===== config.mk =====
export PLATFORM = sky130hd
export DESIGN_NAME = add_serial
export DESIGN_NICKNAME = d
export VERILOG_FILES = /design/src/rtl/add_serial_pkg.sv /design/src/rtl/add_serial_fa_chunk.sv /design/src/rtl/add_serial.sv
export SDC_FILE = /design/constraint.sdc
export NUM_CORES = 1
export LEC_CHECK = 0
export BUFFER_PORTS_ARGS = -buffer_cell sky130_fd_sc_hd__buf_2
export CAP_MARGIN = 40
export CORE_MARGIN = 2
export CORE_UTILIZATION = 48
export DETAILED_ROUTE_END_ITERATION = 12
export PLACE_DENSITY = 0.77
export SLEW_MARGIN = 5
export SYNTH_ARGS = -nofsm -noshare
export SYNTH_HDL_FRONTEND = slang
export SYNTH_SLANG_ARGS = --single-unit

===== constraint.sdc =====
create_clock -name clk -period 2.6 [get_ports clk]
set_clock_uncertainty 0.15 [all_clocks]
set_input_delay 0.26 -clock clk [delete_from_list [all_inputs] [get_ports clk]]
set_output_delay 0.26 -clock clk [all_outputs]
set_load 0.05 [all_outputs]

===== src/rtl/add_serial_pkg.sv =====
// add_serial_pkg
// Shared definitions for the chunk-serial adder:
//   state_t    - controller states (IDLE, RUN, DONE)
//   calc_idx_w - width of the chunk index counter (at least one bit)
package add_serial_pkg;

    typedef enum logic [1:0] {
        IDLE = 2'd0,
        RUN  = 2'd1,
        DONE = 2'd2
    } state_t;

    // A single-chunk configuration still needs a one-bit index register.
    function automatic int calc_idx_w(input int n);
        return (n > 1) ? $clog2(n) : 1;
    endfunction

endpackage


===== src/rtl/add_serial_fa_chunk.sv =====
// fa_chunk
// Combinational CHUNK-bit adder slice used by add_serial.
// Ports:
//   a, b  [CHUNK-1:0] in  - operand chunks
//   cin               in  - carry into bit 0 of the chunk
//   sum   [CHUNK-1:0] out - a + b + cin, truncated to CHUNK bits
//   cout              out - carry out of the chunk MSB
//   cmsb              out - carry into the chunk MSB (for signed overflow)
module fa_chunk #(
    parameter int CHUNK = 4
) (
    input  logic [CHUNK-1:0] a,
    input  logic [CHUNK-1:0] b,
    input  logic             cin,
    output logic [CHUNK-1:0] sum,
    output logic             cout,
    output logic             cmsb
);

    logic [CHUNK:0] total;

    assign total = {1'b0, a} + {1'b0, b} + {{CHUNK{1'b0}}, cin};
    assign sum   = total[CHUNK-1:0];
    assign cout  = total[CHUNK];
    // The MSB sum bit is a ^ b ^ carry_in, so the carry into the MSB is
    // recovered from it; this also works when CHUNK is 1.
    assign cmsb  = a[CHUNK-1] ^ b[CHUNK-1] ^ sum[CHUNK-1];

endmodule


===== src/rtl/add_serial.sv =====
// add_serial
// Multi-cycle adder: WIDTH-bit operands are added CHUNK bits per clock,
// least significant chunk first, using a single fa_chunk slice.
//
// Handshake: an input transfer happens on a rising edge where in_valid and
// in_ready are both 1; an output transfer happens on a rising edge where
// out_valid and out_ready are both 1. in_ready is 1 only in IDLE and
// out_valid only in DONE, so exactly one operation is in flight at a time
// and nothing offered while busy is queued.
//
// Ports:
//   clk, nrst            - clock (rising edge), async active-low reset
//   in_valid / in_ready  - operand handshake
//   A, B [WIDTH-1:0], Cin - operands and carry-in
//   out_valid / out_ready - result handshake
//   S [WIDTH-1:0]        - A + B + Cin mod 2^WIDTH
//   Cout                 - carry out of bit WIDTH-1
//   ovf                  - two's-complement overflow
//   fsm_state [1:0]      - current controller state (state_t encoding)
module add_serial
    import add_serial_pkg::*;
#(
    parameter int WIDTH = 16,
    parameter int CHUNK = 4
) (
    input  logic             clk,
    input  logic             nrst,
    input  logic             in_valid,
    output logic             in_ready,
    input  logic [WIDTH-1:0] A,
    input  logic [WIDTH-1:0] B,
    input  logic             Cin,
    output logic             out_valid,
    input  logic             out_ready,
    output logic [WIDTH-1:0] S,
    output logic             Cout,
    output logic             ovf,
    output logic [1:0]       fsm_state
);

    localparam int N     = WIDTH / CHUNK;
    localparam int IDX_W = calc_idx_w(N);
    localparam logic [IDX_W-1:0] LAST_IDX = IDX_W'(N - 1);

    generate
        if (CHUNK < 1 || N < 1 || (N * CHUNK) != WIDTH) begin : g_bad_params
            $error("add_serial: WIDTH must be a positive multiple of CHUNK");
        end
    endgenerate

    state_t           state;
    logic [IDX_W-1:0] idx;
    logic             carry;
    logic [WIDTH-1:0] a_q;
    logic [WIDTH-1:0] b_q;
    logic [WIDTH-1:0] s_q;
    logic             cout_q;
    logic             ovf_q;
    logic             in_ready_q;
    logic             out_valid_q;

    logic [CHUNK-1:0] a_chunk;
    logic [CHUNK-1:0] b_chunk;
    logic [CHUNK-1:0] fa_sum;
    logic             fa_cout;
    logic             fa_cmsb;

    // Chunk selection by comparing idx against each constant position keeps
    // every part-select index static.
    always_comb begin
        a_chunk = '0;
        b_chunk = '0;
        for (int i = 0; i < N; i++) begin
            if (idx == IDX_W'(i)) begin
                a_chunk = a_q[i*CHUNK +: CHUNK];
                b_chunk = b_q[i*CHUNK +: CHUNK];
            end
        end
    end

    fa_chunk #(
        .CHUNK(CHUNK)
    ) u_fa (
        .a   (a_chunk),
        .b   (b_chunk),
        .cin (carry),
        .sum (fa_sum),
        .cout(fa_cout),
        .cmsb(fa_cmsb)
    );

    always_ff @(posedge clk or negedge nrst) begin
        if (!nrst) begin
            state       <= IDLE;
            idx         <= '0;
            carry       <= 1'b0;
            a_q         <= '0;
            b_q         <= '0;
            s_q         <= '0;
            cout_q      <= 1'b0;
            ovf_q       <= 1'b0;
            in_ready_q  <= 1'b1;
            out_valid_q <= 1'b0;
        end else begin
            case (state)
                IDLE: begin
                    if (in_valid) begin
                        a_q        <= A;
                        b_q        <= B;
                        // Chunk 0 always starts from the latched carry-in.
                        carry      <= Cin;
                        idx        <= '0;
                        in_ready_q <= 1'b0;
                        state      <= RUN;
                    end
                end
                RUN: begin
                    for (int i = 0; i < N; i++) begin
                        if (idx == IDX_W'(i)) begin
                            s_q[i*CHUNK +: CHUNK] <= fa_sum;
                        end
                    end
                    carry <= fa_cout;
                    if (idx == LAST_IDX) begin
                        cout_q      <= fa_cout;
                        ovf_q       <= fa_cmsb ^ fa_cout;
                        idx         <= '0;
                        out_valid_q <= 1'b1;
                        state       <= DONE;
                    end else begin
                        idx <= idx + IDX_W'(1);
                    end
                end
                DONE: begin
                    if (out_ready) begin
                        out_valid_q <= 1'b0;
                        in_ready_q  <= 1'b1;
                        state       <= IDLE;
                    end
                end
                default: begin
                    out_valid_q <= 1'b0;
                    in_ready_q  <= 1'b1;
                    state       <= IDLE;
                end
            endcase
        end
    end

    assign in_ready  = in_ready_q;
    assign out_valid = out_valid_q;
    assign S         = s_q;
    assign Cout      = cout_q;
    assign ovf       = ovf_q;
    assign fsm_state = state;

endmodule


==> flow_metrics.py, run 1 <==
metrics = {
    "finish": {
        "area_delta_synth_final_pct": 41.2,
        "layout_commonest_cell": "buf_2",
        "final_util": 0.713,
        "antenna_cells": 0,
        "drive_above_1_share": 0.453,
        "fin_nets": 374,
        "n_fill_cell": 373,
        "mostFrequentLayoutCells": "58 x buf_2, 56 x dfrtp_1, 32 x mux2_2, 30 x dlygate4sd3_1, 29 x nand2_1",
    },
    "floorplanning": {
        "initial_core_util": 0.505,
        "core_area_um2": 5200,
        "die-area_um2": 6080,
        "pin_count": 59,
        "dieWidth_um": 78.0,
        "rows": 26,
        "dieHeight_um": 78.0,
    },
    "synth": {
        "syn_nets": 263,
        "ys.warnings.count": 0,
        "synth_top_area_cell": "dfrtp_1",
        "yosys_register_bits": 57,
        "syn_inst": 217,
        "netlist.area_leader.share": 0.533,
        "postSynthAreaPerCell_um2": 12.1,
        "ys_types": 32,
        "netlist_area_um2": 2630,
        "ys_seq_area_frac": 0.543,
        "synthTopCellsByArea": "dfrtp_1 53%, mux2_2 14%, nand2_1 4.1%",
    },
    "sta": {
        "final_hold_viol_count": 0,
        "maxSlewHeadroom": 0.531,
        "max_freq_ghz": 0.363,
        "timing.final.crit_period_ps": 2760,
        "setup_viol": 15,
        "maxSlewViolCount": 0,
        "worst_pin_slew_ps": 703,
        "min_period_over_period": 1.06,
        "finalWorstSetupSlack_ps": -155,
        "rsz0062_at_grt": "yes",
    },
    "detailed_routing": {
        "drtAntennaViolNets": 0,
        "drc": 0,
        "drt_iter0_drc": 50,
        "first_pass_iters": 4,
        "avgRoutedWirePerCell_um": 14.0,
        "totalWireLength_mm": 5.64,
        "routed-via-count": 2033,
        "via_per_inst": 5.04,
    },
    "outcome": {
        "violations": "setup timing",
        "status": "complete, but fails checks",
    },
    "cts": {
        "cts_tree": "built",
        "clk_path_buf_depth": 2,
        "cts_buffers": 9,
        "clkSinkCount": 57,
        "cts_root_buffer": "clkbuf_8",
        "clk_pin_slew_ps": 60,
        "insertion_delay_ps": 340,
        "cts_max_level": 3,
    },
    "setup_path": {
        "critPathKind": "register to register",
        "crit_arrival_ps": 2820,
        "cp-start-kind": "register",
        "r2r_start": "idx[1]",
        "r2r_end": "ovf",
        "path_max_fanout": 3,
        "cp_data_required_time_ps": 2670,
        "reg2reg_slack_ps": -160,
        "endpoint_kind": "register",
        "worstRegToRegCells": 13,
    },
    "placed_design": {
        "hpwl_mm": 3.77,
        "port_buffers": 58,
        "routabilityCongestion": 0.812,
    },
    "global_routing": {
        "grtUsageTotal": 0.203,
        "grt_pass1_vias": 1979,
        "grt_max_degree": 58,
        "grt_first_pass_wirelength_mm": 9.37,
        "antenna_found_initial": 0,
        "overflow": 0,
    },
    "hold_path": {
        "holdCritStartpoint": "B[15]",
        "hold_class": "input port to register",
        "whs_endpoint": "b_q[15]",
        "hold_path_depth": 2,
    },
    "job": {
        "drv_cap": 0,
    },
}
## repair_timing
item | in CTS | in global routing
setup buffers | 4 | 1
cloned | 0 | 0
setup endpoints to repair | 15 | 15
hold buffers | 27 | 3
pin swaps | 3 | 3
hold endpoints to repair | 82 | 3
gates resized for setup | 12 | 7
## state kept, by name, summed over array words and instances (netlist names)
name       cells
in_ready       1
S             16
ovf            1
Cout           1
a_q           16
b_q           16
out_valid      1
fsm_state      2
carry          1
idx            2
## Yosys cell counts
master / number
dfrtp_1: 56
mux2_2: 32
nand2_1: 29
o21ai_0: 15
a21oi_1: 14
ha_1: 7
o21ai_1: 6
buf_6: 5
inv_1: 5
nor2b_1: 5
o31ai_1: 5
a221oi_1: 4
nand3b_1: 4
clkbuf_1: 3
mux2_4: 3
nand2_4: 3
nor2_1: 3
fa_1: 2
nor3_1: 2
xnor2_1: 2
a21o_1: 1
a22oi_1: 1
and2b_1: 1
buf_2: 1
buf_4: 1
dfstp_2: 1
mux2_1: 1
nand2_2: 1
nor3b_2: 1
o21bai_1: 1
o22a_1: 1
xor2_1: 1
## how the worst max path moves through the flow
stage / start / to / slack (ps)
after global placement: idx[1] / ovf / -90
final: idx[1] / ovf / -160
after floorplan: idx[0] / ovf / -80
after CTS: idx[1] / ovf / -150
after global routing: idx[1] / ovf / -250
after detailed placement: idx[1] / ovf / -220
## metal layers
| metal | track usage | share of wire | up-vias |
|---|---|---|---|
| li1 | - | - | 985 |
| met1 | 0.263 | 0.45 | 992 |
| met2 | 0.313 | 0.49 | 52 |
| met3 | 0.0756 | 0.047 | 4 |
| met4 | 0.0719 | 0.0067 | 0 |
| met5 | 0 | 0 | - |
## critical path, cell delays in order, from the launching register on
cell and delay (ps):
dfrtp_1 390, inv_2 90, ha_4 160, nor2b_4 130, a221oi_2 230, nor3_1 70
a21oi_1 200, fa_2 260, inv_2 40, fa_2 340, a21o_1 180, a21oi_2 160
xor2_1 170, o21ai_1 70
## area by class of cell
cell class / count / area (um2) / share of cell area
multi-input cells: 145 / 1210 / 0.325
clock inverters: 2 / 35.0 / 0.00944
well taps: 70 / 87.6 / 0.0236
inverters: 5 / 18.8 / 0.00506
flip-flops and latches: 57 / 1430 / 0.385
repair buffers: 110 / 763 / 0.206
clock buffers: 14 / 173 / 0.0465
## stage by stage
step	worst slack, ps	setup TNS, ps	cell area [um2]	std cells	hold WS [ps]
after detailed placement	-221	-1740	3090	352	295
final	-155	-873	3710	403	13.6
after CTS	-150	-589	3650	399	0.926
after global routing	-249	-2880	3710	403	4.05
after floorplan	-75.2	-90.8	2670	217	-186
after global placement	-92.3	-562	3090	352	286
## logic make-up after synthesis
| group | share of synthesized area |
|---|---|
| mux | 0.159 |
| buf+inv | 0.0376 |
| flops | 0.543 |
| fa+ha+maj | 0.0486 |
| compound gates | 0.106 |
| xor+xnor | 0.0100 |
| simple gates | 0.0957 |
Power of run 1 is not shown: default switching activity piles up to over one toggle a cycle in this logic, so the estimate is an artifact.
==> run 2: changes to the inputs <==
--- a/config.mk
+++ b/config.mk
@@ -7,10 +7,12 @@
 export LEC_CHECK = 0
 export BUFFER_PORTS_ARGS = -buffer_cell sky130_fd_sc_hd__buf_2
 export CAP_MARGIN = 40
+export CELL_PAD_IN_SITES_DETAIL_PLACEMENT = 1
+export CELL_PAD_IN_SITES_GLOBAL_PLACEMENT = 2
 export CORE_MARGIN = 2
-export CORE_UTILIZATION = 48
+export CORE_UTILIZATION = 31
 export DETAILED_ROUTE_END_ITERATION = 12
-export PLACE_DENSITY = 0.77
+export PLACE_DENSITY = 0.76
 export SLEW_MARGIN = 5
 export SYNTH_ARGS = -nofsm -noshare
 export SYNTH_HDL_FRONTEND = slang
==> flow_metrics.py, run 2 (synthesized netlist as in run 1, its figures left out) <==
metrics = {
    "outcome": {
        "status": "complete, but fails checks",
        "violations": "setup timing",
    },
    "sta": {
        "min_period_over_period": 1.07,
        "final_hold_viol_count": 0,
        "maxSlewViolCount": 0,
        "finalWorstSetupSlack_ps": -191,
        "maxSlewHeadroom": 0.553,
        "max_freq_ghz": 0.358,
        "rsz0062_at_grt": "yes",
        "timing.final.crit_period_ps": 2790,
        "worst_pin_slew_ps": 671,
        "setup_viol": 15,
    },
    "global_routing": {
        "grtUsageTotal": 0.151,
        "grt_max_degree": 37,
        "antenna_found_initial": 0,
        "overflow": 0,
        "busiest_layer": "met2",
        "grt_util_met3": 0.0478,
        "grtUsageMet2": 0.237,
        "met1_usage": 0.197,
        "grt_pass1_vias": 2169,
        "grt_first_pass_wirelength_mm": 10.4,
    },
    "placed_design": {
        "port_buffers": 58,
        "routabilityCongestion": 0.776,
        "hpwl_mm": 4.51,
    },
    "setup_path": {
        "cp-start-kind": "register",
        "critPathBufInv": 2,
        "endpoint_kind": "register",
        "r2r_start": "idx[0]",
        "critPathMaxStageDelay_ps": 410,
        "cp_data_required_time_ps": 2660,
        "crit_arrival_ps": 2860,
        "critical_path.startpoint": "idx[0]",
        "crit_slowest_cell": "dfrtp_1",
        "crit_cells": 13,
        "worstRegToRegCells": 13,
        "endpoint": "ovf",
        "reg2reg_slack_ps": -190,
        "r2r_end": "ovf",
        "critPathKind": "register to register",
        "cp_cell_sequence": "inv_2 -> ha_4 -> nor2b_4 -> a221oi_2 -> nor3_1 -> a21oi_1 -> fa_2 -> inv_2 -> fa_2 -> a21o_1 -> a21oi_2 -> xor2_1 -> o21ai_1",
        "crit_family": "compound AO/OA/AOI/OAI gates",
        "path_max_fanout": 3,
    },
    "floorplanning": {
        "die-area_um2": 9230,
        "dieWidth_um": 96.1,
        "core_area_um2": 8220,
        "pin_count": 59,
        "dieHeight_um": 96.1,
        "rows": 33,
        "initial_core_util": 0.320,
    },
    "finish": {
        "n_fill_cell": 881,
        "regArea_um2": 1430,
        "antenna_cells": 0,
        "area_delta_synth_final_pct": 43.5,
        "final_util": 0.459,
        "layout_commonest_cell": "buf_2",
        "fin_nets": 376,
        "multi_input_area_um2": 1220,
        "mostFrequentLayoutCells": "58 x buf_2, 56 x dfrtp_1, 32 x mux2_2, 29 x nand2_1, 26 x buf_4",
        "drive_above_1_share": 0.497,
    },
    "detailed_routing": {
        "totalWireLength_mm": 6.23,
        "via_per_inst": 4.60,
        "routed-via-count": 2018,
        "drc": 0,
        "avgRoutedWirePerCell_um": 14.2,
        "drtAntennaViolNets": 0,
        "first_pass_iters": 4,
        "drt_iter0_drc": 45,
    },
    "cts": {
        "clk_pin_slew_ps": 60,
        "cts_root_buffer": "clkbuf_8",
        "clk_path_buf_depth": 2,
        "insertion_delay_ps": 330,
        "cts_tree": "built",
        "cts_max_level": 3,
        "clkSinkCount": 57,
        "cts_buffers": 9,
    },
    "job": {
        "drv_cap": 0,
    },
    "hold_path": {
        "hold_class": "input port to register",
    },
}
run 2: routing by layer:
metal | vias to the layer above | part of all wire
met2 | 43 | 0.47
met4 | 0 | 0.0099
met1 | 983 | 0.47
li1 | 985 | -
met3 | 7 | 0.048
met5 | - | 0
run 2: per-stage QoR:
| step | TNS [ps] | hold WS (ps) | area (um2) | setup slack (ps) | std cells |
|---|---|---|---|---|---|
| final | -1880 | 18.7 | 3770 | -191 | 439 |
| after global routing | -4370 | 4.85 | 3770 | -381 | 439 |
| after CTS | -1130 | 0.603 | 3730 | -173 | 437 |
| after detailed placement | -2380 | 191 | 3180 | -233 | 391 |
| after global placement | -1100 | 186 | 3180 | -117 | 391 |
| after floorplan | -90.8 | -186 | 2670 | -75.2 | 217 |
run 2: layout make-up:
type / instances / share of cell area
inverters: 5 / 0.00498
clock buffers: 12 / 0.0411
clock inverters: 3 / 0.0106
multi-input cells: 145 / 0.323
flip-flops and latches: 57 / 0.379
repair buffers: 112 / 0.206
well taps: 105 / 0.0348
run 2: worst min path at each step:
| stage | depth (start not counted) | slack (ps) | start | endpoint |
|---|---|---|---|---|
| floorplan | 0 | -190 | nrst | Cout |
| global placement | 1 | 190 | nrst | a_q[1] |
| detailed placement | 1 | 190 | nrst | a_q[5] |
| CTS | 2 | 0.6 | B[6] | b_q[6] |
| global route | 2 | 5 | B[1] | b_q[1] |
| finish | 2 | 20 | A[3] | a_q[3] |
run 2: what timing repair did:
action,4_1_cts,5_1_grt
setup endpoints to repair,15,15
hold buffers,24,1
endpoints found under the hold margin,49,1
gates resized for setup,21,7
pin swaps,9,7
buffers inserted,7,1
Power of run 2 is left out for the same reason.
==> run 3: changes to the inputs <==
--- a/config.mk
+++ b/config.mk
@@ -9,6 +9,7 @@
 export CAP_MARGIN = 40
 export CELL_PAD_IN_SITES_DETAIL_PLACEMENT = 1
 export CELL_PAD_IN_SITES_GLOBAL_PLACEMENT = 2
+export CORE_ASPECT_RATIO = 1.2
 export CORE_MARGIN = 2
 export CORE_UTILIZATION = 31
 export DETAILED_ROUTE_END_ITERATION = 12
==> flow_metrics.py, run 3 (synthesized netlist as in run 1, its figures left out) <==
metrics = {
    "outcome": {
        "violations": "setup timing",
        "status": "complete, but fails checks",
    },
    "sta": {
        "max_freq_ghz": 0.372,
        "maxSlewViolCount": 0,
        "setup_viol": 8,
        "finalWorstSetupSlack_ps": -87.9,
        "worst_pin_slew_ps": 719,
        "min_period_over_period": 1.03,
        "final_hold_viol_count": 0,
        "timing.final.crit_period_ps": 2690,
        "maxSlewHeadroom": 0.521,
        "rsz0062_at_grt": "yes",
    },
    "detailed_routing": {
        "totalWireLength_mm": 6.01,
        "drt_iter0_drc": 39,
        "drtAntennaViolNets": 0,
        "avgRoutedWirePerCell_um": 13.5,
        "routed-via-count": 2001,
        "drc": 0,
        "first_pass_iters": 3,
        "via_per_inst": 4.51,
    },
    "global_routing": {
        "met1_usage": 0.185,
        "grt_first_pass_wirelength_mm": 10.1,
        "overflow": 0,
        "grtUsageTotal": 0.143,
        "busiest_layer": "met2",
        "antenna_found_initial": 0,
        "grt_max_degree": 58,
        "grtUsageMet2": 0.221,
        "grt_pass1_vias": 2061,
        "grt_util_met3": 0.0466,
    },
    "job": {
        "drv_cap": 0,
    },
    "setup_path": {
        "endpoint_kind": "register",
        "crit_arrival_ps": 2760,
        "path_max_fanout": 5,
        "cp_data_required_time_ps": 2670,
        "cp-start-kind": "register",
        "crit_family": "compound AO/OA/AOI/OAI gates",
        "critPathKind": "register to register",
        "cp_cell_sequence": "inv_2 -> ha_4 -> nor2b_4 -> a221oi_2 -> nor3_2 -> a21oi_2 -> fa_2 -> inv_2 -> fa_2 -> a21o_1 -> a21oi_2 -> xor2_1 -> o21ai_1",
        "crit_slowest_cell": "dfrtp_1",
        "critPathBufInv": 2,
        "critPathMaxStageDelay_ps": 380,
    },
    "cts": {
        "cts_root_buffer": "clkbuf_8",
        "clkSinkCount": 57,
        "clk_pin_slew_ps": 60,
        "insertion_delay_ps": 330,
        "cts_tree": "built",
        "cts_max_level": 3,
        "clk_path_buf_depth": 2,
        "cts_buffers": 9,
    },
    "floorplanning": {
        "core_area_um2": 8200,
        "initial_core_util": 0.321,
        "die-area_um2": 9230,
        "rows": 36,
        "dieHeight_um": 105,
        "dieWidth_um": 88.0,
        "pin_count": 59,
    },
    "finish": {
        "multi_input_area_um2": 1240,
        "antenna_cells": 0,
        "layout_commonest_cell": "buf_2",
        "fin_nets": 371,
        "mostFrequentLayoutCells": "58 x buf_2, 56 x dfrtp_1, 32 x mux2_2, 29 x nand2_1, 26 x dlygate4sd3_1",
        "fin_area_um2": 3730,
        "area_delta_synth_final_pct": 42.0,
        "regArea_um2": 1430,
        "n_fill_cell": 933,
        "drive_above_1_share": 0.488,
    },
    "placed_design": {
        "detailed_place.area_um2": 3160,
        "routabilityCongestion": 0.786,
        "dp_slack_ps": -337,
        "hpwl_mm": 4.19,
        "port_buffers": 58,
    },
    "hold_path": {
        "hold_class": "input port to register",
    },
}
## run 3: worst reg2reg max path: stages (launching register included)
cell      delay (ps)
dfrtp_1          380
inv_2            120
ha_4             200
nor2b_4           60
a221oi_2         250
nor3_2            80
a21oi_2          150
fa_2             240
inv_2             40
fa_2             330
a21o_1           170
a21oi_2          150
xor2_1           160
o21ai_1           70
## run 3: through the flow
stage               setup TNS, ps   util  std cells  hold slack (ps)
floorplan                   -90.8      -        217             -186
global placement            -1550  0.386        398              301
detailed placement          -2600  0.386        398              301
CTS                          -755  0.446        440           0.0698
global route                -1780  0.455        444             3.34
finish                       -378  0.455        444             11.1
## run 3: final timing paths
kind | start | endpoint | slack, ps | depth (start not counted)
min in group asynchronous | nrst | a_q[11] | 450 | 3
worst max-delay path | idx[1] | ovf | -90 | 13
max in group asynchronous | nrst | a_q[5] | 1370 | 3
worst max register to register | idx[1] | ovf | -90 | 13
worst min register to register | S[11] | S[11] | 320 | 2
worst min-delay path | A[10] | a_q[10] | 10 | 2
## run 3: repair_timing
action / CTS / global route
endpoints found under the hold margin: 79 / 2
gates cloned: 0 / 0
gates resized for setup: 18 / 11
endpoints found under the setup margin: 15 / 15
hold buffers: 24 / 2
pin swaps: 10 / 10
setup buffers: 2 / 2
## run 3: metal layers
metal  vias up  share of wire  wire (um)
li1        984              -          -
met1       967           0.45       2700
met2        41           0.49       2930
met3         9          0.044        265
met4         0          0.019        114
met5         -              0          0
## run 3: final cells by class
cell class,count,share of cell area
Clock buffer,13,0.0426
Clock inverter,3,0.00403
Inverter,5,0.00503
Multi-Input combinational cell,145,0.331
Sequential cell,57,0.383
Tap cell,114,0.0382
Timing Repair Buffer,107,0.196
Power of run 3 is left out for the same reason.
